### src/rtl/cpu_ctrl_pkg.sv
// Shared definitions for the multicycle CPU control path: state encoding,
// opcode constants, ALUOp codes, datapath mux encodings and error codes.
package cpu_ctrl_pkg;

    typedef enum logic [3:0] {
        ST_IDLE      = 4'd0,
        ST_FETCH     = 4'd1,
        ST_DECODE    = 4'd2,
        ST_R_EXEC    = 4'd3,
        ST_R_WB      = 4'd4,
        ST_MEM_ADDR  = 4'd5,
        ST_MEM_RD    = 4'd6,
        ST_LD_WB     = 4'd7,
        ST_MEM_WR    = 4'd8,
        ST_BRANCH    = 4'd9,
        ST_JUMP      = 4'd10,
        ST_ADDI_EXEC = 4'd11,
        ST_ADDI_WB   = 4'd12,
        ST_DONE      = 4'd13,
        ST_ERROR     = 4'd14
    } state_t;

    localparam logic [5:0] OP_RTYPE = 6'h00;
    localparam logic [5:0] OP_LW    = 6'h23;
    localparam logic [5:0] OP_SW    = 6'h2b;
    localparam logic [5:0] OP_BEQ   = 6'h04;
    localparam logic [5:0] OP_J     = 6'h02;
    localparam logic [5:0] OP_ADDI  = 6'h08;

    localparam logic [1:0] ALUOP_FUNCT = 2'b00;
    localparam logic [1:0] ALUOP_SUB   = 2'b01;

    localparam logic [1:0] PCSRC_ALU    = 2'd0;
    localparam logic [1:0] PCSRC_ALUOUT = 2'd1;
    localparam logic [1:0] PCSRC_JUMP   = 2'd2;

    localparam logic [1:0] SRCB_RT     = 2'd0;
    localparam logic [1:0] SRCB_FOUR   = 2'd1;
    localparam logic [1:0] SRCB_IMM    = 2'd2;
    localparam logic [1:0] SRCB_IMM_SH = 2'd3;

    localparam logic [1:0] ERR_NONE    = 2'b00;
    localparam logic [1:0] ERR_TIMEOUT = 2'b01;
    localparam logic [1:0] ERR_ILLEGAL = 2'b10;

    // States that hold mem_req and therefore run the wait-state timer.
    function automatic logic is_mem_state(input state_t s);
        return (s == ST_FETCH) || (s == ST_MEM_RD) || (s == ST_MEM_WR);
    endfunction

endpackage

### src/rtl/mem_wait_timer.sv
// Memory wait-state timer.
//   clk, rst_n : clock, asynchronous active-low reset
//   active     : FSM is in a memory state holding mem_req
//   mem_ready  : memory completes the access this cycle
//   timeout    : last allowed cycle reached with no mem_ready
module mem_wait_timer #(
    parameter int unsigned MEM_TIMEOUT = 16
) (
    input  logic clk,
    input  logic rst_n,
    input  logic active,
    input  logic mem_ready,
    output logic timeout
);

    localparam int unsigned CW = $clog2(MEM_TIMEOUT);
    localparam logic [CW-1:0] LAST = CW'(MEM_TIMEOUT - 1);

    logic [CW-1:0] cnt;

    // Every entry into a memory state comes from a non-memory state and every
    // exit follows mem_ready or a timeout, so clearing outside memory states
    // (or on completion) is the same as clearing on entry.
    always_ff @(posedge clk or negedge rst_n) begin
        if (!rst_n) begin
            cnt <= '0;
        end else if (!active || mem_ready) begin
            cnt <= '0;
        end else begin
            cnt <= cnt + CW'(1);
        end
    end

    assign timeout = active && !mem_ready && (cnt == LAST);

endmodule

### src/rtl/multicycle_ctrl.sv
// Multicycle CPU control FSM: fetch, decode, execute, memory, writeback.
//   clk, rst_n       : clock, asynchronous active-low reset
//   run, opcode      : run level and IR[31:26]
//   zero, mem_ready  : ALU zero flag, memory completion
//   mem_req/mem_we/iord, ir_write, pc_write, pc_src : memory and PC control
//   alu_src_a/alu_src_b/alu_op/alu_funct_force     : ALU operand and op select
//   reg_write/reg_dst/mem_to_reg                   : register file writeback
//   retire, retired_cnt : retire pulse and running count (registered)
//   err              : sticky error cause; state_o : current state for debug
module multicycle_ctrl
    import cpu_ctrl_pkg::*;
#(
    parameter int unsigned MEM_TIMEOUT = 16,
    parameter int unsigned CNT_W       = 32
) (
    input  logic             clk,
    input  logic             rst_n,
    input  logic             run,
    input  logic [5:0]       opcode,
    input  logic             zero,
    input  logic             mem_ready,
    output logic             mem_req,
    output logic             mem_we,
    output logic             iord,
    output logic             ir_write,
    output logic             pc_write,
    output logic [1:0]       pc_src,
    output logic             alu_src_a,
    output logic [1:0]       alu_src_b,
    output logic [1:0]       alu_op,
    output logic             alu_funct_force,
    output logic             reg_write,
    output logic             reg_dst,
    output logic             mem_to_reg,
    output logic             retire,
    output logic [CNT_W-1:0] retired_cnt,
    output logic [1:0]       err,
    output logic [3:0]       state_o
);

    state_t state;
    logic   timeout;
    logic   op_legal;

    mem_wait_timer #(
        .MEM_TIMEOUT(MEM_TIMEOUT)
    ) u_timer (
        .clk      (clk),
        .rst_n    (rst_n),
        .active   (is_mem_state(state)),
        .mem_ready(mem_ready),
        .timeout  (timeout)
    );

    always_comb begin
        op_legal = (opcode == OP_RTYPE) || (opcode == OP_LW) || (opcode == OP_SW) ||
                   (opcode == OP_BEQ)   || (opcode == OP_J)  || (opcode == OP_ADDI);
    end

    always_ff @(posedge clk or negedge rst_n) begin
        if (!rst_n) begin
            state       <= ST_IDLE;
            err         <= ERR_NONE;
            retire      <= 1'b0;
            retired_cnt <= '0;
        end else begin
            retire <= (state == ST_DONE);
            if (state == ST_DONE) begin
                retired_cnt <= retired_cnt + CNT_W'(1);
            end

            // First cause wins; ERROR is absorbing so a second cause cannot occur
            // in practice, but the guard keeps err sticky regardless.
            if (err == ERR_NONE) begin
                if (timeout) begin
                    err <= ERR_TIMEOUT;
                end else if (state == ST_DECODE && !op_legal) begin
                    err <= ERR_ILLEGAL;
                end
            end

            case (state)
                ST_IDLE:      if (run) state <= ST_FETCH;
                ST_FETCH: begin
                    if (mem_ready)    state <= ST_DECODE;
                    else if (timeout) state <= ST_ERROR;
                end
                ST_DECODE: begin
                    case (opcode)
                        OP_RTYPE:     state <= ST_R_EXEC;
                        OP_LW, OP_SW: state <= ST_MEM_ADDR;
                        OP_BEQ:       state <= ST_BRANCH;
                        OP_J:         state <= ST_JUMP;
                        OP_ADDI:      state <= ST_ADDI_EXEC;
                        default:      state <= ST_ERROR;
                    endcase
                end
                ST_R_EXEC:    state <= ST_R_WB;
                ST_R_WB:      state <= ST_DONE;
                ST_MEM_ADDR:  state <= (opcode == OP_LW) ? ST_MEM_RD : ST_MEM_WR;
                ST_MEM_RD: begin
                    if (mem_ready)    state <= ST_LD_WB;
                    else if (timeout) state <= ST_ERROR;
                end
                ST_LD_WB:     state <= ST_DONE;
                ST_MEM_WR: begin
                    if (mem_ready)    state <= ST_DONE;
                    else if (timeout) state <= ST_ERROR;
                end
                ST_BRANCH:    state <= ST_DONE;
                ST_JUMP:      state <= ST_DONE;
                ST_ADDI_EXEC: state <= ST_ADDI_WB;
                ST_ADDI_WB:   state <= ST_DONE;
                ST_DONE:      state <= run ? ST_FETCH : ST_IDLE;
                ST_ERROR:     state <= ST_ERROR;
                default:      state <= ST_ERROR;
            endcase
        end
    end

    // Controls decode from the state register; only FETCH (mem_ready) and
    // BRANCH (zero) qualify a strobe with a live input.
    always_comb begin
        mem_req         = 1'b0;
        mem_we          = 1'b0;
        iord            = 1'b0;
        ir_write        = 1'b0;
        pc_write        = 1'b0;
        pc_src          = PCSRC_ALU;
        alu_src_a       = 1'b0;
        alu_src_b       = SRCB_RT;
        alu_op          = ALUOP_FUNCT;
        alu_funct_force = 1'b0;
        reg_write       = 1'b0;
        reg_dst         = 1'b0;
        mem_to_reg      = 1'b0;
        case (state)
            ST_FETCH: begin
                mem_req         = 1'b1;
                alu_src_b       = SRCB_FOUR;
                alu_funct_force = 1'b1;
                ir_write        = mem_ready;
                pc_write        = mem_ready;
            end
            ST_DECODE: begin
                alu_src_b       = SRCB_IMM_SH;
                alu_funct_force = 1'b1;
            end
            ST_R_EXEC: alu_src_a = 1'b1;
            ST_R_WB: begin
                reg_write = 1'b1;
                reg_dst   = 1'b1;
            end
            ST_MEM_ADDR, ST_ADDI_EXEC: begin
                alu_src_a       = 1'b1;
                alu_src_b       = SRCB_IMM;
                alu_funct_force = 1'b1;
            end
            ST_MEM_RD: begin
                mem_req = 1'b1;
                iord    = 1'b1;
            end
            ST_LD_WB: begin
                reg_write  = 1'b1;
                mem_to_reg = 1'b1;
            end
            ST_MEM_WR: begin
                mem_req = 1'b1;
                mem_we  = 1'b1;
                iord    = 1'b1;
            end
            ST_BRANCH: begin
                alu_src_a = 1'b1;
                alu_op    = ALUOP_SUB;
                pc_src    = PCSRC_ALUOUT;
                pc_write  = zero;
            end
            ST_JUMP: begin
                pc_write = 1'b1;
                pc_src   = PCSRC_JUMP;
            end
            ST_ADDI_WB: reg_write = 1'b1;
            default: ;
        endcase
    end

    assign state_o = state;

endmodule
### config.mk
export PLATFORM = sky130hd
export DESIGN_NAME = multicycle_ctrl
export DESIGN_NICKNAME = d
export VERILOG_FILES = /design/src/rtl/cpu_ctrl_pkg.sv /design/src/rtl/mem_wait_timer.sv /design/src/rtl/multicycle_ctrl.sv
export SDC_FILE = /design/constraint.sdc
export NUM_CORES = 1
export LEC_CHECK = 0
export ABC_CLOCK_PERIOD_IN_PS = 1700
export CORE_MARGIN = 4
export CORE_UTILIZATION = 40
export CTS_BUF_LIST = sky130_fd_sc_hd__clkbuf_4
export CTS_CLUSTER_DIAMETER = 30
export CTS_CLUSTER_SIZE = 24
export DETAILED_ROUTE_END_ITERATION = 10
export PLACE_DENSITY = 0.71
export SETUP_SLACK_MARGIN = 0.15
export SYNTH_ARGS = -nofsm -noshare
export SYNTH_HDL_FRONTEND = slang
export SYNTH_SLANG_ARGS = --single-unit
export TNS_END_PERCENT = 30
### constraint.sdc
create_clock -name clk -period 1.7 [get_ports clk]
set_input_delay 0.34 -clock clk [delete_from_list [all_inputs] [get_ports clk]]
set_output_delay 0.34 -clock clk [all_outputs]
set_load 0.01 [all_outputs]
=== Yosys cells after proc, flatten, opt, wreduce, memory -nomap -nowiden ===
Cells that the tools add are included.

* Multiplexer cells: 25
* Equal/unequal tests: 20
* Divide/modulo/power cells: 0
* Reductions and logical operators: 27
* Bitwise gates (word level): 0
* $lt $le $gt $ge: 0
* $mul: 0
* Shift operators: 0
* Add/subtract/negate cells: 2

{| class="wikitable"
|+ Operator list
! cell !! count
|-
| $pmux W4 S10 || 1
|-
| $add A32 B1 Y32 const B || 1
|-
| $eq A4 B4 Y1 const B || 7
|-
| $mux W4 || 7
|-
| $pmux W4 S5 || 1
|-
| $eq A4 B3 Y1 const B || 4
|-
| $eq A6 B6 Y1 const B || 2
|-
| $mux W1 || 11
|-
| $eq A4 B2 Y1 const B || 2
|-
| $logic_or A1 B1 Y1 || 8
|-
| $reduce_or A4 Y1 || 2
|-
| $eq A6 B2 Y1 const B || 1
|-
| $eq A6 B3 Y1 const B || 1
|-
| $eq A6 B4 Y1 const B || 1
|-
| $logic_not A6 Y1 || 1
|-
| $pmux W2 S3 || 1
|-
| $reduce_or A2 Y1 || 3
|-
| $reduce_or A3 Y1 || 2
|-
| $reduce_or A5 Y1 || 1
|-
| $add A4 B1 Y4 const B || 1
|-
| $eq A4 B1 Y1 const B || 1
|-
| $logic_not A4 Y1 || 1
|-
| $mux W2 || 2
|-
| $pmux W2 S2 || 1
|-
| 7 further kinds || 11
|}

* Output and inout bits: 55
* Memories: 0
* Latch bits: 0
* Bits in writable memories: 0
* Bits of input ports: 11
* Bits in read-only memories: 0
* Register bits: 43

=== Longest topological paths before layout ===
Gate-level depths: netlist (run 1).

* Depth in word-level cells: 10
* Gate-level depth with buffers: 7

=== Cells and area by module ===
A second synthesis (run 1) with hierarchy kept.

* Cell total of the unflattened synthesis: 251
* Area total of the unflattened synthesis: 2429.8 um2

{| class="wikitable"
|+ By module, submodules not included
! module !! times used !! area an instance (um2) !! cells each !! sequential area each (um2)
|-
| multicycle_ctrl || 1 || 2245.9 || 234 || 975.9
|-
| mem_wait_timer || 1 || 183.9 || 17 || 100.1
|}

=== Worst setup path after synthesis (run 1) ===
Ideal clock, no wire load.

* Kind: register to register
* From: reg state[0] (netlist: state_o[0])
* To: reg err[0]
* Buffers on the path: 0
* Arrival time: 1.790 ns
* Required time: 1.605 ns
* Path slack: -0.186 ns
* Cell stages (with the launch flop): 6
* Period minus slack after synthesis: 1.886 ns
* Cells stage by stage: dfrtp_1 -> nor4b_1 -> a31o_2 -> a21oi_1 -> or2_0 -> o31ai_1

* Cells in the longest elaborated chain, start to end: 7
* Elaborated cells on any way between the ends: 12
* Classes of those cells: eq/ne: 4; mux: 1; reduce/logical: 7

{| class="wikitable"
|+ RTL lines
! what !! line !! RTL
|-
| from (decl) || multicycle_ctrl.sv:41 || <nowiki>state_t state;</nowiki>
|-
| from (signal assigned) || multicycle_ctrl.sv:100 || <nowiki>ST_MEM_ADDR: state <= (opcode == OP_LW) ? ST_MEM_RD : ST_MEM_WR;</nowiki>
|-
| from (signal assigned) || multicycle_ctrl.sv:114 || <nowiki>ST_DONE: state <= run ? ST_FETCH : ST_IDLE;</nowiki>
|-
| $eq A4 B1 Y1 or $eq A4 B3 Y1 (tied branches) || cpu_ctrl_pkg.sv:48 || <nowiki>return (s == ST_FETCH) || (s == ST_MEM_RD) || (s == ST_MEM_WR);</nowiki>
|-
| $logic_or A1 B1 Y1 (2 in a row) || cpu_ctrl_pkg.sv:48 ||
|-
| $logic_and A1 B1 Y1 (2 in a row) || mem_wait_timer.sv:34 || <nowiki>assign timeout = active && !mem_ready && (cnt == LAST);</nowiki>
|-
| $reduce_bool A2 Y1 (no source line) || - ||
|-
| $reduce_and A2 Y1 (no source line) || - ||
|-
| to (signal assigned) || multicycle_ctrl.sv:63 || <nowiki>err <= ERR_NONE;</nowiki>
|-
| to (signal assigned) || multicycle_ctrl.sv:76 || <nowiki>err <= ERR_TIMEOUT;</nowiki>
|-
| to (signal assigned) || multicycle_ctrl.sv:78 || <nowiki>err <= ERR_ILLEGAL;</nowiki>
|-
| to (decl) || multicycle_ctrl.sv:37 || <nowiki>output logic [1:0] err,</nowiki>
|}

Several ways; a longest one is shown, not always the timed one.
A chain may end at the register's enable or synchronous reset.

=== Final worst setup path (run 1) ===
* From: reg state[0] (netlist: state_o[0])
* To: out alu_funct_force

* Cells in the longest elaborated chain, start to end: 3
* Elaborated cells on any way between the ends: 6
* Classes of those cells: eq/ne: 4; mux: 1; reduce/logical: 1

{| class="wikitable"
|+ RTL lines
! what !! line !! RTL
|-
| $eq A4 B1 Y1 (tied with other cells) || multicycle_ctrl.sv:137 || <nowiki>case (state)</nowiki>
|-
| $reduce_or A4 Y1 (no source line) (*) || - ||
|-
| $mux W1 (*) || multicycle_ctrl.sv:137 ||
|-
| to (decl) || multicycle_ctrl.sv:31 || <nowiki>output logic alu_funct_force,</nowiki>
|}

Every way passes the cells marked *; elsewhere a longest branch is shown, timed or not.

==> key figures, run 1 <==
Worst setup path
  • Crit path cell chain: buf_6 -> or4b_4 -> nand2_1 -> buf_2
  • CP Capture Type: primary output
  • CP Max Fanout: 6
  • Critical path's slowest cell: or4b_4
  • Req. time, crit path: 1360 ps
  • Worst reg2reg path depth: 6
  • CP max stage delay: 550 ps
  • Worst EP arrival: 1720 ps
  • Startpoint Class: flop
  • Path type of the worst setup path: reg -> out

Layout
  • Register area: 1080 µm²
  • Multi-input combinational cell area: 1400 µm²
  • P&R area growth vs syn: 70.3%
  • Final nets: 397
  • Ant diodes: 0
  • Share of cells above drive strength 1: 44.5%
  • FILL cells: 405

STA
  • Minimum clock period: 2060 ps
  • Layout Skew: 4.49 ps
  • RSZ-0062 raised after global routing: true
  • Final hold slack: 461 ps
  • Final setup fails: 42
  • Hold violation count in the final report: 0
  • Post-route setup slack: -362 ps
  • Tcrit/Tclk final: 121%
  • Max-slew violation count: 0
  • Fmax achieved: 485 MHz

GRT
  • Global Route Usage Sum: 20.6%
  • Largest net degree at the start of global routing: 23
  • GRT overflow: 0
  • Initial antenna violation count: 0
  • First-pass GRT wire length: 12.1 mm
  • Vias in the first global route: 2548

CTS
  • CTS max path bufs: 2
  • Clock latency on the worst-skew pair: 360 ps
  • CTS tree: built
  • Root buffer cell: clkbuf_4
  • H-tree depth: 2
  • CTS Buf Count: 5
  • Worst-path clk slew: 120 ps
  • Sinks on Clock Net: 43

Logic synthesis
  • Mean Syn Cell Area: 9.72 µm²
  • Mux cell area share after synthesis: 0.904%
  • Synthesized cell area: 2350 µm²
  • Synth Area in Simple Gates: 24.9%
  • Synth cell types: 50
  • Top_reg_cell synth: dfrtp_1
  • FFs w/ async S/R, synth: 100%
  • Sequential share of the synthesized area: 45.7%
  • Yosys warnings: 0
  • Post-Syn Instances: 242
  • Largest family of logic cells by synthesized area: simple AND/OR/NAND/NOR gates
  • Adder-cell share of the synthesized area: 1.06%
  • Syn nets: 255
  • Complex-gate fraction of the synthesized area: 10.2%
  • EDFF count, synth: 0
  • XOR/XNOR share of the synthesized area: 12.7%
  • Seq cells post-synth: 43

Place
  • Detail Placement HPWL: 4.88 mm
  • Final GP Congestion: 0.910
  • I/O Buffers: 64

Run status
  • Failing checks: setup timing
  • Status: finished, violations left

Power
  • Power per standard cell area: 1300 nW/µm²
  • Leakage power: 1.94 nW
  • Total power: 5.19 mW
  • Worst vdd ir: 1.01 mV

Detailed routing
  • Vias: 2457
  • Wire length per cell: 16.5 µm
  • Vias/cell: 5.39
  • Post-Route WL: 7.51 mm
  • Remaining antenna violation count: 0
  • DR DRC count: 0
  • DR pass1 iterations: 4
  • Detailed Route Iter0 Violations: 111

Floorplan
  • Starting density of the core: 41.9%
  • Die height: 84.7 µm
  • IO Count: 66
  • Placeable Area: 5610 µm²
  • Chip Width: 84.7 µm
  • Die area: 7170 µm²
  • Row count: 27

Worst hold path
  • HP Class: in -> async

Job
  • Max-cap violations: 0
cells in the final DEF (no fill, tap or decap), drive strengths merged, types with 4 or more instances in the layout:
cell type      count
nand2b             7
clkbuf             6
nand4             15
and3               9
nor3               8
dlygate4sd2       33
nand3             13
nand2             10
xnor2             27
o21ai              7
inv                7
nor2b              5
dfrtp             43
clkdlybuf4s50      5
a21oi              4
xor2               7
clkdlybuf4s15      6
buf              105
nor2              25
worst paths after layout:
kind | startpoint | endpoint | slack [ps]
setup / recovery | state_o[0] | alu_funct_force | -360
hold / removal | rst_n | retired_cnt[0] | 460
setup reg to reg | state_o[0] | state_o[0] | -200
hold reg to reg | retired_cnt[31] | retired_cnt[31] | 490
max in group asynchronous | rst_n | retired_cnt[23] | 650
min in group clk | retired_cnt[31] | retired_cnt[31] | 490
metrics by stage:
stage	setup TNS [ps]	instance area, µm²	cells	util, %	worst slack (ps)
2_1_floorplan	-106	2410	242	-	-84.3
3_3_place_gp	-8910	3480	424	62.1	-565
3_5_place_dp	-10200	3480	424	62.1	-587
4_1_cts	-4020	3880	454	69.2	-347
5_1_grt	-7430	4010	456	71.4	-394
6_report	-4990	4010	456	71.4	-362
Yosys cell counts, drive strengths merged, types with 2 or more instances:
cell type | n | area, µm²
nor4 | 2 | 12.5
nor2 | 25 | 93.8
nand2 | 10 | 37.5
o21ai | 7 | 35.0
o31ai | 2 | 15.0
and4b | 2 | 20.0
a21oi | 4 | 20.0
xnor2 | 27 | 236
or4b | 2 | 20.0
ha | 2 | 25.0
dfrtp | 43 | 1080
clkbuf | 5 | 18.8
nand4 | 15 | 93.8
a211o | 2 | 17.5
nor3 | 8 | 45.0
a31oi | 2 | 12.5
nand3 | 13 | 65.1
and3 | 9 | 56.3
nand2b | 7 | 43.8
nor2b | 5 | 31.3
o211ai | 2 | 15.0
inv | 7 | 26.3
buf | 10 | 57.6
xor2 | 7 | 61.3
and4 | 2 | 17.5
worst max-delay path, delay by kind of cell, from the launching register on:
family	cells	cell delay [ps]
buf+inv	2	260
simple gates	2	620
flops	1	480
area by class of cell:
cell class | count | area share [%]
Clock buffer | 6 | 1.12
Clock inverter | 1 | 0.750
Inverter | 7 | 0.656
Multi-Input combinational cell | 177 | 35.0
Sequential cell | 43 | 27.1
Tap cell | 72 | 2.25
Timing Repair Buffer | 150 | 33.2
registers in the layout (all words and copies together) (netlist names):
name and cells:
retired_cnt 32, state_o 4, u_timer.cnt 4, err 2, retire 1
kinds of logic after synthesis:
family	Yosys count
buffers and inverters	22
muxes	2
DFF	43
xor gates and xnor gates	34
and+or+nand+nor	106
AOI/OAI and AO/OA	32
adders and majority gates	2
other	1
where the power goes:
group	switching, mW	internal, mW	leakage, nW
Sequential	0.195	1.16	0.569
Combinational	1.36	1.83	1.33
Clock	0.326	0.319	0.0417
Total	1.88	3.31	1.94
repair_timing:
action	CTS	global route
pin swaps	27	14
hold buffers	1	0
hold endpoints to repair	20	0
setup endpoints to repair	93	67
setup buffers	22	2
resized for setup	187	38
cloned	0	0
metal layers:
layer	track usage [%]	wire length, µm	vias to the layer above
li1	-	-	1148
met1	26.2	3110	1194
met5	0	0	-
met4	8.49	220	0
met3	3.14	371	22
met2	34.9	3800	93
No activity file was read; power rests on OpenSTA's default activity.
==> run 2: changes to the inputs <==
- PLACE_DENSITY: 0.71 -> 0.8
==> run 2 against run 1 <==
Combinational power is 9.4% higher. Clock skew is 6.6 ps higher. Critical path depth is 1 higher. Design area is 0.47% higher. Routed wire length is 5.5% higher. Register-to-register slack worse by 90 ps. Sequential share of layout area is 0.16 points lower. Core utilization is 0.33 points higher. Via count is 1.7% higher. Clock-buffer cell count is 1 lower. Critical endpoint unchanged. The flow still finishes with violations (setup timing). Sequential power hardly changed.
==> key figures, run 2 (synthesized netlist as in run 1, its figures left out) <==
GRT
  • Vias in the first global route: 2554
  • Met1 Use GR: 24.3%
  • Initial antenna violation count: 0
  • Met3 Usage GRT: 4.91%
  • M2 GR Usage: 36.0%
  • Global Route Usage Sum: 20.8%
  • Top Usage Layer GRT: met2
  • GRT overflow: 0
  • First-pass GRT wire length: 12.1 mm
  • Largest net degree at the start of global routing: 29

Floorplan
  • Starting density of the core: 41.9%
  • IO Count: 66
  • Die area: 7170 µm²
  • Chip Width: 84.7 µm
  • Row count: 27
  • Placeable Area: 5610 µm²
  • Die height: 84.7 µm

Layout
  • FILL cells: 413
  • Max reg flops: 32
  • Fin area: 4020 µm²
  • Commonest non-fill, non-tap cell in the layout: buf_4
  • Final Core Density: 71.8%
  • Ant diodes: 0
  • Final nets: 401
  • P&R area growth vs syn: 71.1%
  • Share of cells above drive strength 1: 44.7%
  • Most frequent cells in the layout: 53 x buf_4, 46 x buf_6, 37 x dfrtp_1
  • Most flops, register: retired_cnt

CTS
  • Root buffer cell: clkbuf_4
  • Worst-path clk slew: 120 ps
  • Clock latency on the worst-skew pair: 360 ps
  • CTS tree: built
  • CTS max path bufs: 2
  • H-tree depth: 2
  • CTS Buf Count: 5
  • Sinks on Clock Net: 43

Detailed routing
  • DR DRC count: 0
  • Detailed Route Iter0 Violations: 103
  • Vias/cell: 5.42
  • Remaining antenna violation count: 0
  • Post-Route WL: 7.92 mm
  • DR pass1 iterations: 4
  • Vias: 2499
  • Wire length per cell: 17.2 µm

STA
  • Layout Skew: 11.1 ps
  • Post-route setup slack: -433 ps
  • Max-slew violation count: 0
  • Fmax achieved: 469 MHz
  • Final setup fails: 41
  • Tcrit/Tclk final: 125%
  • Minimum clock period: 2130 ps
  • Setup_tns: -5360 ps
  • Hold violation count in the final report: 0
  • RSZ-0062 raised after global routing: true
  • Rel. slew slack: 57.0%
  • Final hold slack: 491 ps
  • Slew @ Worst Pin: 645 ps

Place
  • Area after DPL: 3480 µm²
  • Detail Placement HPWL: 4.70 mm
  • Final GP Congestion: 0.839
  • I/O Buffers: 64

Run status
  • Failing checks: setup timing
  • Status: finished, violations left

Worst hold path
  • HP Class: reg -> reg

Worst setup path
  • CP Max Fanout: 4
  • Startpoint Class: flop
  • CP Capture Type: primary output
  • Buf/Inv on CP: 3
  • Path type of the worst setup path: reg -> out
  • CP max stage delay: 540 ps
  • Worst EP arrival: 1790 ps
  • Most frequent CP cell: buf_6
  • CP top delay family: simple AND/OR/NAND/NOR gates
  • Req. time, crit path: 1360 ps
  • Crit path cell chain: buf_6 -> buf_6 -> or4b_4 -> nand2_1 -> buf_2
  • Critical path's slowest cell: or4b_4

Power
  • Power per standard cell area: 1320 nW/µm²
  • Leakage power: 1.95 nW
  • Worst vdd ir: 1.17 mV

Job
  • Max-cap violations: 0
-- run 2: worst paths after layout --
| check | depth (start not counted) | from | slack (ps) | endpoint |
|---|---|---|---|---|
| setup / recovery | 5 | state_o[3] | -430 | alu_funct_force |
| hold / removal | 1 | retired_cnt[27] | 490 | retired_cnt[27] |
| max in group asynchronous | 3 | rst_n | 570 | retired_cnt[26] |
| setup reg to reg | 7 | state_o[3] | -290 | state_o[0] |
| hold reg to reg | 1 | retired_cnt[27] | 490 | retired_cnt[27] |
| min in group asynchronous | 2 | rst_n | 540 | retired_cnt[7] |
-- run 2: through the flow --
step / power [mW] / instances / worst slack (ps)
after floorplan: 2.40 / 242 / -84.3
after global placement: 3.56 / 424 / -549
after detailed placement: 3.59 / 424 / -602
after CTS: 4.76 / 458 / -411
after global routing: 5.58 / 461 / -480
final: 5.31 / 461 / -433
-- run 2: cell type report --
| cell class | count | area [µm²] | share of cell area, % |
|---|---|---|---|
| Sequential cell | 43 | 1080 | 26.9 |
| Timing Repair Buffer | 154 | 1360 | 33.9 |
| Clock buffer | 5 | 37.5 | 0.933 |
| Clock inverter | 3 | 15.0 | 0.373 |
| Inverter | 7 | 26.3 | 0.653 |
| Tap cell | 72 | 90.1 | 2.24 |
| Multi-Input combinational cell | 177 | 1410 | 35.0 |
-- run 2: what timing repair did --
action | 4_1_cts | 5_1_grt
hold buffers | 1 | 0
setup endpoints to repair | 91 | 65
pin swaps | 24 | 13
setup buffers | 25 | 3
resized for setup | 190 | 47
hold endpoints to repair | 2 | 0
-- run 2: metal layers --
metal | part of all wire [%] | vias to the layer above | wire (µm)
li1 | - | 1160 | -
met1 | 39 | 1210 | 3120
met2 | 50 | 95 | 3970
met3 | 5.8 | 34 | 462
met4 | 4.7 | 0 | 370
met5 | 0 | - | 0
-- run 2: report_power, final --
| group | internal [mW] | switching [mW] | total, mW |
|---|---|---|---|
| Sequential | 1.16 | 0.184 | 1.34 |
| Combinational | 1.96 | 1.52 | 3.49 |
| Clock | 0.152 | 0.332 | 0.484 |
-- run 2: worst reg2reg max path: stages, from the launching register on --
cell	delay, ps
dfrtp_2	470
buf_6	140
buf_6	110
or4b_4	540
nor2_1	140
a221o_1	250
nor4_1	80
nor3_1	200
